===== config.mk =====
export PLATFORM = sky130hd
export DESIGN_NAME = mem_access_ctrl_flat
export DESIGN_NICKNAME = d
export VERILOG_FILES = /design/src/rtl/mem_access_ctrl_if.sv /design/src/rtl/mem_access_ctrl.sv /design/src/flat_wrapper.sv
export SDC_FILE = /design/constraint.sdc
export NUM_CORES = 1
export LEC_CHECK = 0
export CAP_MARGIN = 20
export CORE_MARGIN = 5
export CORE_UTILIZATION = 40
export DETAILED_ROUTE_END_ITERATION = 10
export DONT_BUFFER_PORTS = 1
export PLACE_DENSITY = 0.61
export SYNTH_ARGS = -nofsm -noshare
export SYNTH_HDL_FRONTEND = slang
export SYNTH_SLANG_ARGS = --single-unit

===== constraint.sdc =====
create_clock -name clk -period 3.95 [get_ports clk]
set_input_delay 0.79 -clock clk [delete_from_list [all_inputs] [get_ports clk]]
set_output_delay 0.79 -clock clk [all_outputs]
set_load 0.005 [all_outputs]

===== src/rtl/mem_access_ctrl_if.sv =====
// Request/response and memory-side signals of the data-memory access controller.
// The master side is the requester/memory environment; the slave side is the controller.
interface mem_access_ctrl_if;
  logic        if_req;
  logic [7:0]  if_addr;
  logic        if_ack;
  logic [15:0] if_rdata;
  logic        ls_req;
  logic        ls_we;
  logic [7:0]  ls_addr;
  logic [15:0] ls_wdata;
  logic        ls_ack;
  logic [15:0] ls_rdata;
  logic [7:0]  pc_addr_q;
  logic [7:0]  ls_addr_q;
  logic        addr_sel;
  logic        mem_en;
  logic        mem_we;
  logic [15:0] mem_wdata;
  logic [15:0] mem_rdata;
  logic        busy;

  modport master (
    output if_req, if_addr, ls_req, ls_we, ls_addr, ls_wdata, mem_rdata,
    input  if_ack, if_rdata, ls_ack, ls_rdata, pc_addr_q, ls_addr_q,
           addr_sel, mem_en, mem_we, mem_wdata, busy
  );

  modport slave (
    input  if_req, if_addr, ls_req, ls_we, ls_addr, ls_wdata, mem_rdata,
    output if_ack, if_rdata, ls_ack, ls_rdata, pc_addr_q, ls_addr_q,
           addr_sel, mem_en, mem_we, mem_wdata, busy
  );
endinterface


===== src/rtl/mem_access_ctrl.sv =====
// Data-memory access controller: arbitrates fetch vs load/store onto a single-port
// memory, owns the address-mux select and the registered mux inputs, issues a
// one-cycle strobe, waits MEM_LAT cycles and returns data with a one-cycle ack.
// Load/store wins unless it has already taken MAX_STREAK grants in a row while
// fetch was waiting.
module mem_access_ctrl #(
  parameter int MEM_LAT    = 1,
  parameter int MAX_STREAK = 3
) (
  input  logic             clk,
  input  logic             rst_n,
  mem_access_ctrl_if.slave bus
);

  typedef enum logic [1:0] {IDLE, ACCESS, WAIT, DONE} state_t;

  localparam logic [2:0] LAT_INIT   = 3'(MEM_LAT);
  localparam logic [3:0] STREAK_MAX = 4'(MAX_STREAK);

  state_t      state_q, state_d;
  logic [3:0]  streak_q, streak_d;
  logic [2:0]  wcnt_q, wcnt_d;
  logic        win_we_q, win_we_d;
  logic        if_ack_q, if_ack_d;
  logic [15:0] if_rdata_q, if_rdata_d;
  logic        ls_ack_q, ls_ack_d;
  logic [15:0] ls_rdata_q, ls_rdata_d;
  logic [7:0]  pc_addr_q, pc_addr_d;
  logic [7:0]  ls_addr_q, ls_addr_d;
  logic        addr_sel_q, addr_sel_d;
  logic        mem_en_q, mem_en_d;
  logic        mem_we_q, mem_we_d;
  logic [15:0] mem_wdata_q, mem_wdata_d;
  logic        busy_q, busy_d;

  logic grant_ls, grant_if, wait_last;

  // Requests are only looked at in IDLE; fetch overrides once the streak is used up.
  assign grant_ls  = (state_q == IDLE) && bus.ls_req &&
                     (!bus.if_req || (streak_q < STREAK_MAX));
  assign grant_if  = (state_q == IDLE) && !grant_ls && bus.if_req;
  assign wait_last = (state_q == WAIT) && (wcnt_q == 3'd1);

  // State register.
  always_ff @(posedge clk) begin
    if (!rst_n) state_q <= IDLE;
    else        state_q <= state_d;
  end

  // Next-state sequencing: one ACCESS cycle, MEM_LAT WAIT cycles, one DONE cycle.
  always_comb begin
    state_d = state_q;
    unique case (state_q)
      IDLE:    if (grant_ls || grant_if) state_d = ACCESS;
      ACCESS:  state_d = WAIT;
      WAIT:    if (wcnt_q == 3'd1) state_d = DONE;
      DONE:    state_d = IDLE;
      default: state_d = IDLE;
    endcase
  end

  // Next values of all registered outputs and bookkeeping. addr_sel_q doubles as
  // the record of which requester owns the current access, since it only moves on a grant.
  always_comb begin
    streak_d    = streak_q;
    wcnt_d      = wcnt_q;
    win_we_d    = win_we_q;
    if_ack_d    = 1'b0;
    ls_ack_d    = 1'b0;
    if_rdata_d  = if_rdata_q;
    ls_rdata_d  = ls_rdata_q;
    pc_addr_d   = pc_addr_q;
    ls_addr_d   = ls_addr_q;
    addr_sel_d  = addr_sel_q;
    mem_en_d    = 1'b0;
    mem_we_d    = 1'b0;
    mem_wdata_d = mem_wdata_q;
    busy_d      = (state_d != IDLE);

    if (grant_ls) begin
      ls_addr_d   = bus.ls_addr;
      addr_sel_d  = 1'b1;
      mem_en_d    = 1'b1;
      mem_we_d    = bus.ls_we;
      mem_wdata_d = bus.ls_wdata;
      win_we_d    = bus.ls_we;
      if (!bus.if_req)                streak_d = '0;
      else if (streak_q < STREAK_MAX) streak_d = streak_q + 4'd1;
    end else if (grant_if) begin
      pc_addr_d  = bus.if_addr;
      addr_sel_d = 1'b0;
      mem_en_d   = 1'b1;
      win_we_d   = 1'b0;
      streak_d   = '0;
    end

    if (state_q == ACCESS) wcnt_d = LAT_INIT;
    if (state_q == WAIT)   wcnt_d = wcnt_q - 3'd1;

    if (wait_last) begin
      if (addr_sel_q) begin
        ls_ack_d = 1'b1;
        if (!win_we_q) ls_rdata_d = bus.mem_rdata;
      end else begin
        if_ack_d   = 1'b1;
        if_rdata_d = bus.mem_rdata;
      end
    end
  end

  // Output and bookkeeping registers; reset abandons any access in flight.
  always_ff @(posedge clk) begin
    if (!rst_n) begin
      streak_q    <= '0;
      wcnt_q      <= '0;
      win_we_q    <= 1'b0;
      if_ack_q    <= 1'b0;
      ls_ack_q    <= 1'b0;
      if_rdata_q  <= '0;
      ls_rdata_q  <= '0;
      pc_addr_q   <= '0;
      ls_addr_q   <= '0;
      addr_sel_q  <= 1'b0;
      mem_en_q    <= 1'b0;
      mem_we_q    <= 1'b0;
      mem_wdata_q <= '0;
      busy_q      <= 1'b0;
    end else begin
      streak_q    <= streak_d;
      wcnt_q      <= wcnt_d;
      win_we_q    <= win_we_d;
      if_ack_q    <= if_ack_d;
      ls_ack_q    <= ls_ack_d;
      if_rdata_q  <= if_rdata_d;
      ls_rdata_q  <= ls_rdata_d;
      pc_addr_q   <= pc_addr_d;
      ls_addr_q   <= ls_addr_d;
      addr_sel_q  <= addr_sel_d;
      mem_en_q    <= mem_en_d;
      mem_we_q    <= mem_we_d;
      mem_wdata_q <= mem_wdata_d;
      busy_q      <= busy_d;
    end
  end

  assign bus.if_ack    = if_ack_q;
  assign bus.if_rdata  = if_rdata_q;
  assign bus.ls_ack    = ls_ack_q;
  assign bus.ls_rdata  = ls_rdata_q;
  assign bus.pc_addr_q = pc_addr_q;
  assign bus.ls_addr_q = ls_addr_q;
  assign bus.addr_sel  = addr_sel_q;
  assign bus.mem_en    = mem_en_q;
  assign bus.mem_we    = mem_we_q;
  assign bus.mem_wdata = mem_wdata_q;
  assign bus.busy      = busy_q;

endmodule


===== src/flat_wrapper.sv =====
// flat-port wrapper written by rule: the top's interface ports become plain ports
module mem_access_ctrl_flat 
#(
  parameter int MEM_LAT    = 1,
  parameter int MAX_STREAK = 3
)
  (clk, rst_n, bus_if_req, bus_if_addr, bus_ls_req, bus_ls_we, bus_ls_addr, bus_ls_wdata, bus_mem_rdata, bus_if_ack, bus_if_rdata, bus_ls_ack, bus_ls_rdata, bus_pc_addr_q, bus_ls_addr_q, bus_addr_sel, bus_mem_en, bus_mem_we, bus_mem_wdata, bus_busy);
  mem_access_ctrl_if bus_i ();
  input  logic clk;
  input  logic rst_n;
  input wire logic [$bits(bus_i.if_req)-1:0] bus_if_req;
  input wire logic [$bits(bus_i.if_addr)-1:0] bus_if_addr;
  input wire logic [$bits(bus_i.ls_req)-1:0] bus_ls_req;
  input wire logic [$bits(bus_i.ls_we)-1:0] bus_ls_we;
  input wire logic [$bits(bus_i.ls_addr)-1:0] bus_ls_addr;
  input wire logic [$bits(bus_i.ls_wdata)-1:0] bus_ls_wdata;
  input wire logic [$bits(bus_i.mem_rdata)-1:0] bus_mem_rdata;
  output wire logic [$bits(bus_i.if_ack)-1:0] bus_if_ack;
  output wire logic [$bits(bus_i.if_rdata)-1:0] bus_if_rdata;
  output wire logic [$bits(bus_i.ls_ack)-1:0] bus_ls_ack;
  output wire logic [$bits(bus_i.ls_rdata)-1:0] bus_ls_rdata;
  output wire logic [$bits(bus_i.pc_addr_q)-1:0] bus_pc_addr_q;
  output wire logic [$bits(bus_i.ls_addr_q)-1:0] bus_ls_addr_q;
  output wire logic [$bits(bus_i.addr_sel)-1:0] bus_addr_sel;
  output wire logic [$bits(bus_i.mem_en)-1:0] bus_mem_en;
  output wire logic [$bits(bus_i.mem_we)-1:0] bus_mem_we;
  output wire logic [$bits(bus_i.mem_wdata)-1:0] bus_mem_wdata;
  output wire logic [$bits(bus_i.busy)-1:0] bus_busy;
  assign bus_i.if_req = bus_if_req;
  assign bus_i.if_addr = bus_if_addr;
  assign bus_i.ls_req = bus_ls_req;
  assign bus_i.ls_we = bus_ls_we;
  assign bus_i.ls_addr = bus_ls_addr;
  assign bus_i.ls_wdata = bus_ls_wdata;
  assign bus_i.mem_rdata = bus_mem_rdata;
  assign bus_if_ack = bus_i.if_ack;
  assign bus_if_rdata = bus_i.if_rdata;
  assign bus_ls_ack = bus_i.ls_ack;
  assign bus_ls_rdata = bus_i.ls_rdata;
  assign bus_pc_addr_q = bus_i.pc_addr_q;
  assign bus_ls_addr_q = bus_i.ls_addr_q;
  assign bus_addr_sel = bus_i.addr_sel;
  assign bus_mem_en = bus_i.mem_en;
  assign bus_mem_we = bus_i.mem_we;
  assign bus_mem_wdata = bus_i.mem_wdata;
  assign bus_busy = bus_i.busy;
  mem_access_ctrl #(.MEM_LAT(MEM_LAT), .MAX_STREAK(MAX_STREAK)) u_core (.clk(clk), .rst_n(rst_n), .bus(bus_i));
endmodule

== Word level (Yosys, flattened, before mapping) ==
Index checks and enable logic that the tools add are counted.
Widths: inputs -> output; s select.

* Flip-flop bits (word level): 80
* Input bits: 53
* Logic and storage cells: 61

* Add/sub/neg operators: 2
* $lt $le $gt $ge: 1
* Equality and inequality tests: 5
* Mux-type cells: 16
* Bitwise gates (word level): 3
* Reductions and logical operators: 19

{| class="wikitable"
|+ Operator list
! operator !! count
|-
| $mux 4 || 4
|-
| $reduce_and 2->1 || 5
|-
| $pmux 2 s4 || 1
|-
| $mux 1 || 7
|-
| $mux 3 || 2
|-
| $reduce_bool 2->1 || 3
|-
| $logic_and 1x1->1 || 5
|-
| $add 4x1->4 const B || 1
|-
| $eq 2x2->1 const B || 2
|-
| $lt 4x2->1 const B || 1
|-
| $mux 2 || 2
|-
| $eq 3x1->1 const B || 1
|-
| $ne 3x3->1 const B || 1
|-
| $not 1->1 || 3
|-
| $reduce_and 3->1 || 1
|-
| $sub 3x1->3 const B || 1
|-
| $eq 2x1->1 const B || 1
|-
| $logic_not 1->1 || 2
|-
| $logic_not 2->1 || 1
|-
| $logic_or 1x1->1 || 2
|}

== Longest topological paths before layout ==
* Word-level depth: 10
* Gate-level depth with buffers: 8

== Worst setup path after synthesis ==
OpenSTA, ideal clock, no wires.

* Path type: input to register
* Start point: input port bus_ls_req
* End point: register u_core.addr_sel_q, in the netlist u_core.bus.addr_sel
* Library setup time: 115 ps
* Data arrival time: 1,525 ps
* Data required time: 3,835 ps
* Slack: 2,310 ps
* Stages: 5
* Cells stage by stage: and2_4 > and3_1 > buf_6 > buf_8 > a31o_1

* Cells in the longest elaborated chain, start to end: 6
* Elaborated cells between the ends (all ways): 7
* Those cells by class: 1 x mux; 6 x reduce/logical

{| class="wikitable"
|+ Ends and longest elaborated chain
! what !! line !! RTL
|-
| start, declared || flat_wrapper.sv:13 || <nowiki>input wire logic [$bits(bus_i.ls_req)-1:0] bus_ls_req;</nowiki>
|-
| $logic_and 1x1->1 (*) (2 in a row) || mem_access_ctrl.sv:39 || <nowiki>assign grant_ls = (state_q == IDLE) && bus.ls_req &&</nowiki>
|-
| $logic_not 1->1 || mem_access_ctrl.sv:41 || <nowiki>assign grant_if = (state_q == IDLE) && !grant_ls && bus.if_req;</nowiki>
|-
| $logic_and 1x1->1 (2 in a row) || mem_access_ctrl.sv:41 ||
|-
| $reduce_bool 2->1 (no line) || -- ||
|-
| end signal, assigned || mem_access_ctrl.sv:138 || <nowiki>addr_sel_q <= addr_sel_d;</nowiki>
|-
| end, declared || mem_access_ctrl.sv:30 || <nowiki>logic addr_sel_q, addr_sel_d;</nowiki>
|}

Every way passes the cells marked *; elsewhere a longest branch is shown, timed or not.
A chain may end at the register's enable or synchronous reset.

== Worst setup path after layout ==
* Start point: register u_core.state_q[0]
* End point: register u_core.if_rdata_q[13], in the netlist u_core.bus.if_rdata[13]

* Cells in the longest elaborated chain, start to end: 3

{| class="wikitable"
|+ Ends and longest elaborated chain
! what !! line !! RTL
|-
| start, declared || mem_access_ctrl.sv:20 || <nowiki>state_t state_q, state_d;</nowiki>
|-
| start signal, assigned || mem_access_ctrl.sv:47 || <nowiki>else state_q <= state_d;</nowiki>
|-
| $eq 2x2->1 || mem_access_ctrl.sv:42 || <nowiki>assign wait_last = (state_q == WAIT) && (wcnt_q == 3'd1);</nowiki>
|-
| $logic_and 1x1->1 || mem_access_ctrl.sv:42 ||
|-
| $reduce_and 2->1 (no line) || -- ||
|-
| end signal, assigned || mem_access_ctrl.sv:134 || <nowiki>if_rdata_q <= if_rdata_d;</nowiki>
|-
| end, declared || mem_access_ctrl.sv:25 || <nowiki>logic [15:0] if_rdata_q, if_rdata_d;</nowiki>
|}

No other way between the ends.

==> results.cfg <==
[routing]
first_pass_iters = 4
viasPerCell = 5.14
first_iter_violations = 42
drc = 0
wl_per_cell_um = 16.5
wirelength_um = 6480
drt.antenna.violating_nets = 0
vias = 2019

[clock_network]
htree_levels = 3
clk_latency_ns = 0.34
max-clock-path-buffers = 2
numClockSinks = 80
clockRootBuffer = clkbuf_8
cts_made_buffers = 9
cts_tree = built
cts_setup_buffers = 0
cts_hold_buf = 0
post_cts_resized = 0
clkTransAtPathRegs_ns = 0.08

[floorplan]
io_pins = 123
initial_core_util_pct = 40.9
fp.dieW_um = 95.9
die-area_um2 = 9200
row_count = 31
die_h_um = 95.9
core_region_area_um2 = 7210

[critical_path]
crit_arrival_ns = 2.19
worstPathRequired_ns = 4.14
crit_fanout = 17
worst-setup-path-type = reg2reg
cp-start-kind = flop
crit_path_end_kind = flop

[synthesis]
synth_edf_count = 0
syn_area_per_cell_um2 = 9.94
synth_top_area_share_pct = 54.2
synth_cell_type_count = 36
syn-num-nets = 356
yosysSeqAreaShare_pct = 54.2
yosys_warnings = 0
synth_top_area_cell = dfxtp_1
synthArstFlopShare_pct = 0
synth_ff_type = dfxtp_1
synth-seq-cells = 80
synth_area_um2 = 2950
synthTopCellsByArea = dfxtp_1 (54%), nand2_1 (11%), mux2i_1 (8.1%), a22o_1 (7.1%), a21oi_1 (3.4%)
synthCells = 297
synth.top_cells.by_count = nand2_1 (84), dfxtp_1 (80), a22o_1 (24), mux2i_1 (24), a21oi_1 (20)
synth.most_common_cell = nand2_1

[sta]
fin_worst_skew_ns = 0.0111
worstMarginPinSlew_ns = 0.998
finalCriticalPeriod_ns = 2.00
rsz0062_at_grt = no
slew_headroom_pct = 33.4
holdWs_ns = 0.470
clock.fmax_mhz = 500
finalHoldViolCount = 0
min_period_over_period_pct = 50.7
setup-violations-final = 0
setup_tns_ns = 0
drv_slew = 0

[power_and_ir_drop]
ir_drop_mv = 0.191
p_leak_nw = 1.16
p_total_mw = 1.89
power_density_nw_per_um2 = 600

[cells_and_area]
fin_nets = 348
fillCellCount = 712
antenna_cells = 0
finalNonFillerCells = 393
drive_gt1_share_pct = 7.82
syn_to_final_growth_pct = 6.48

[flow_run]
drv_cap = 0

[global_route]
grt_max_degree = 60
grt_pass1_vias = 2000
grt-ovfl-total = 0
antenna_found_initial = 0
grtUsageTotal_pct = 13.8
grt_pass1_wl_um = 9710

[min_path]
min_path_type = reg2reg

[place]
place_hpwl_um = 4520
dp.cells = 377
place_congestion = 0.732
place.port_buffers = 0

[status]
status = completed
==> final cells by class <==
cell class | instances | area [µm²] | share of cell area, %
clock inverters | 4 | 27.5 | 0.875
well taps | 99 | 124 | 3.94
multi-input cells | 192 | 1200 | 38.3
flip-flops and latches | 80 | 1600 | 50.9
clock buffers | 12 | 165 | 5.25
inverters | 6 | 22.5 | 0.716
==> critical path: stages, from the launching register on <==
cell       delay (ns)
dfxtp_1          0.31
inv_1            0.11
ha_1             0.36
nand4bb_1        0.71
nand2_1          0.28
a21oi_1          0.09
==> layout by cell type (no fill, tap or decap), types with 2 or more instances in the layout <==
cell | synthesis | final
dfxtp_1 | 80 | 80
ha_1 | 6 | 6
o21ai_0 | 2 | 2
a21oi_2 | 2 | 2
inv_1 | 6 | 6
a21oi_1 | 20 | 20
clkinvlp_4 | 0 | 3
nand2_1 | 84 | 84
nor2_1 | 4 | 4
and3_1 | 3 | 3
clkbuf_8 | 0 | 12
and2_1 | 3 | 3
nand4b_1 | 2 | 2
mux2i_1 | 24 | 24
a22o_1 | 24 | 24
==> flip-flops by register name, summed over array words and instances, names as in the netlist <==
signal                cells
u_core.bus.ls_ack         1
u_core.bus.mem_wdata     16
u_core.bus.mem_en         1
u_core.win_we_q           1
u_core.wcnt_q             3
u_core.bus.ls_rdata      16
u_core.bus.if_ack         1
u_core.bus.mem_we         1
u_core.streak_q           4
u_core.bus.addr_sel       1
u_core.bus.if_rdata      16
u_core.bus.ls_addr_q      8
u_core.bus.busy           1
u_core.state_q            2
u_core.bus.pc_addr_q      8
==> power by group <==
| part | total [mW] | internal, mW | switching [mW] |
|---|---|---|---|
| clock | 0.565 | 0.279 | 0.286 |
| sequential | 1.00 | 0.919 | 0.0853 |
| combinational | 0.318 | 0.135 | 0.183 |
| total | 1.89 | 1.33 | 0.555 |
==> stage by stage <==
stage | instance area [µm²] | util (%) | setup WS, ns
CTS | 3140 | 43.6 | 1.94
global route | 3140 | 43.6 | 1.73
global placement | 2950 | 40.9 | 1.65
finish | 3140 | 43.6 | 1.95
floorplan | 2950 | - | 2.31
detailed placement | 2950 | 40.9 | 1.62
==> per-layer routing <==
metal | routed length, µm | share of wire (%) | track usage, %
met4 | 94 | 1.5 | 5.69
met2 | 2610 | 40 | 20.1
met3 | 1060 | 16 | 7.04
met5 | 0 | 0 | 0
met1 | 2720 | 42 | 17.2
==> path summary, 6_finish.rpt <==
path / startpoint / end / slack (ns) / cells past startpoint
worst min-delay path: u_core.streak_q[1] / u_core.streak_q[1] / 0.47 / 2
worst min register to register: u_core.streak_q[1] / u_core.streak_q[1] / 0.47 / 2
worst max-delay path: u_core.state_q[0] / u_core.bus.if_rdata[13] / 1.95 / 5
worst max register to register: u_core.state_q[0] / u_core.bus.if_rdata[13] / 1.95 / 5
==> kinds of logic (layout without fill, tap and decap cells) <==
group	count (synthesis)	in the layout	share of synthesized area, %
adder cells (fa/ha/maj)	6	6	2.54
multiplexers	24	24	8.14
AND/OR/NAND/NOR	106	106	16.2
AO/OA/AOI/OAI	56	56	13.9
flip-flops	80	80	54.2
buffers and inverters	25	22	5.00
Power figures use the tool's default switching activity.
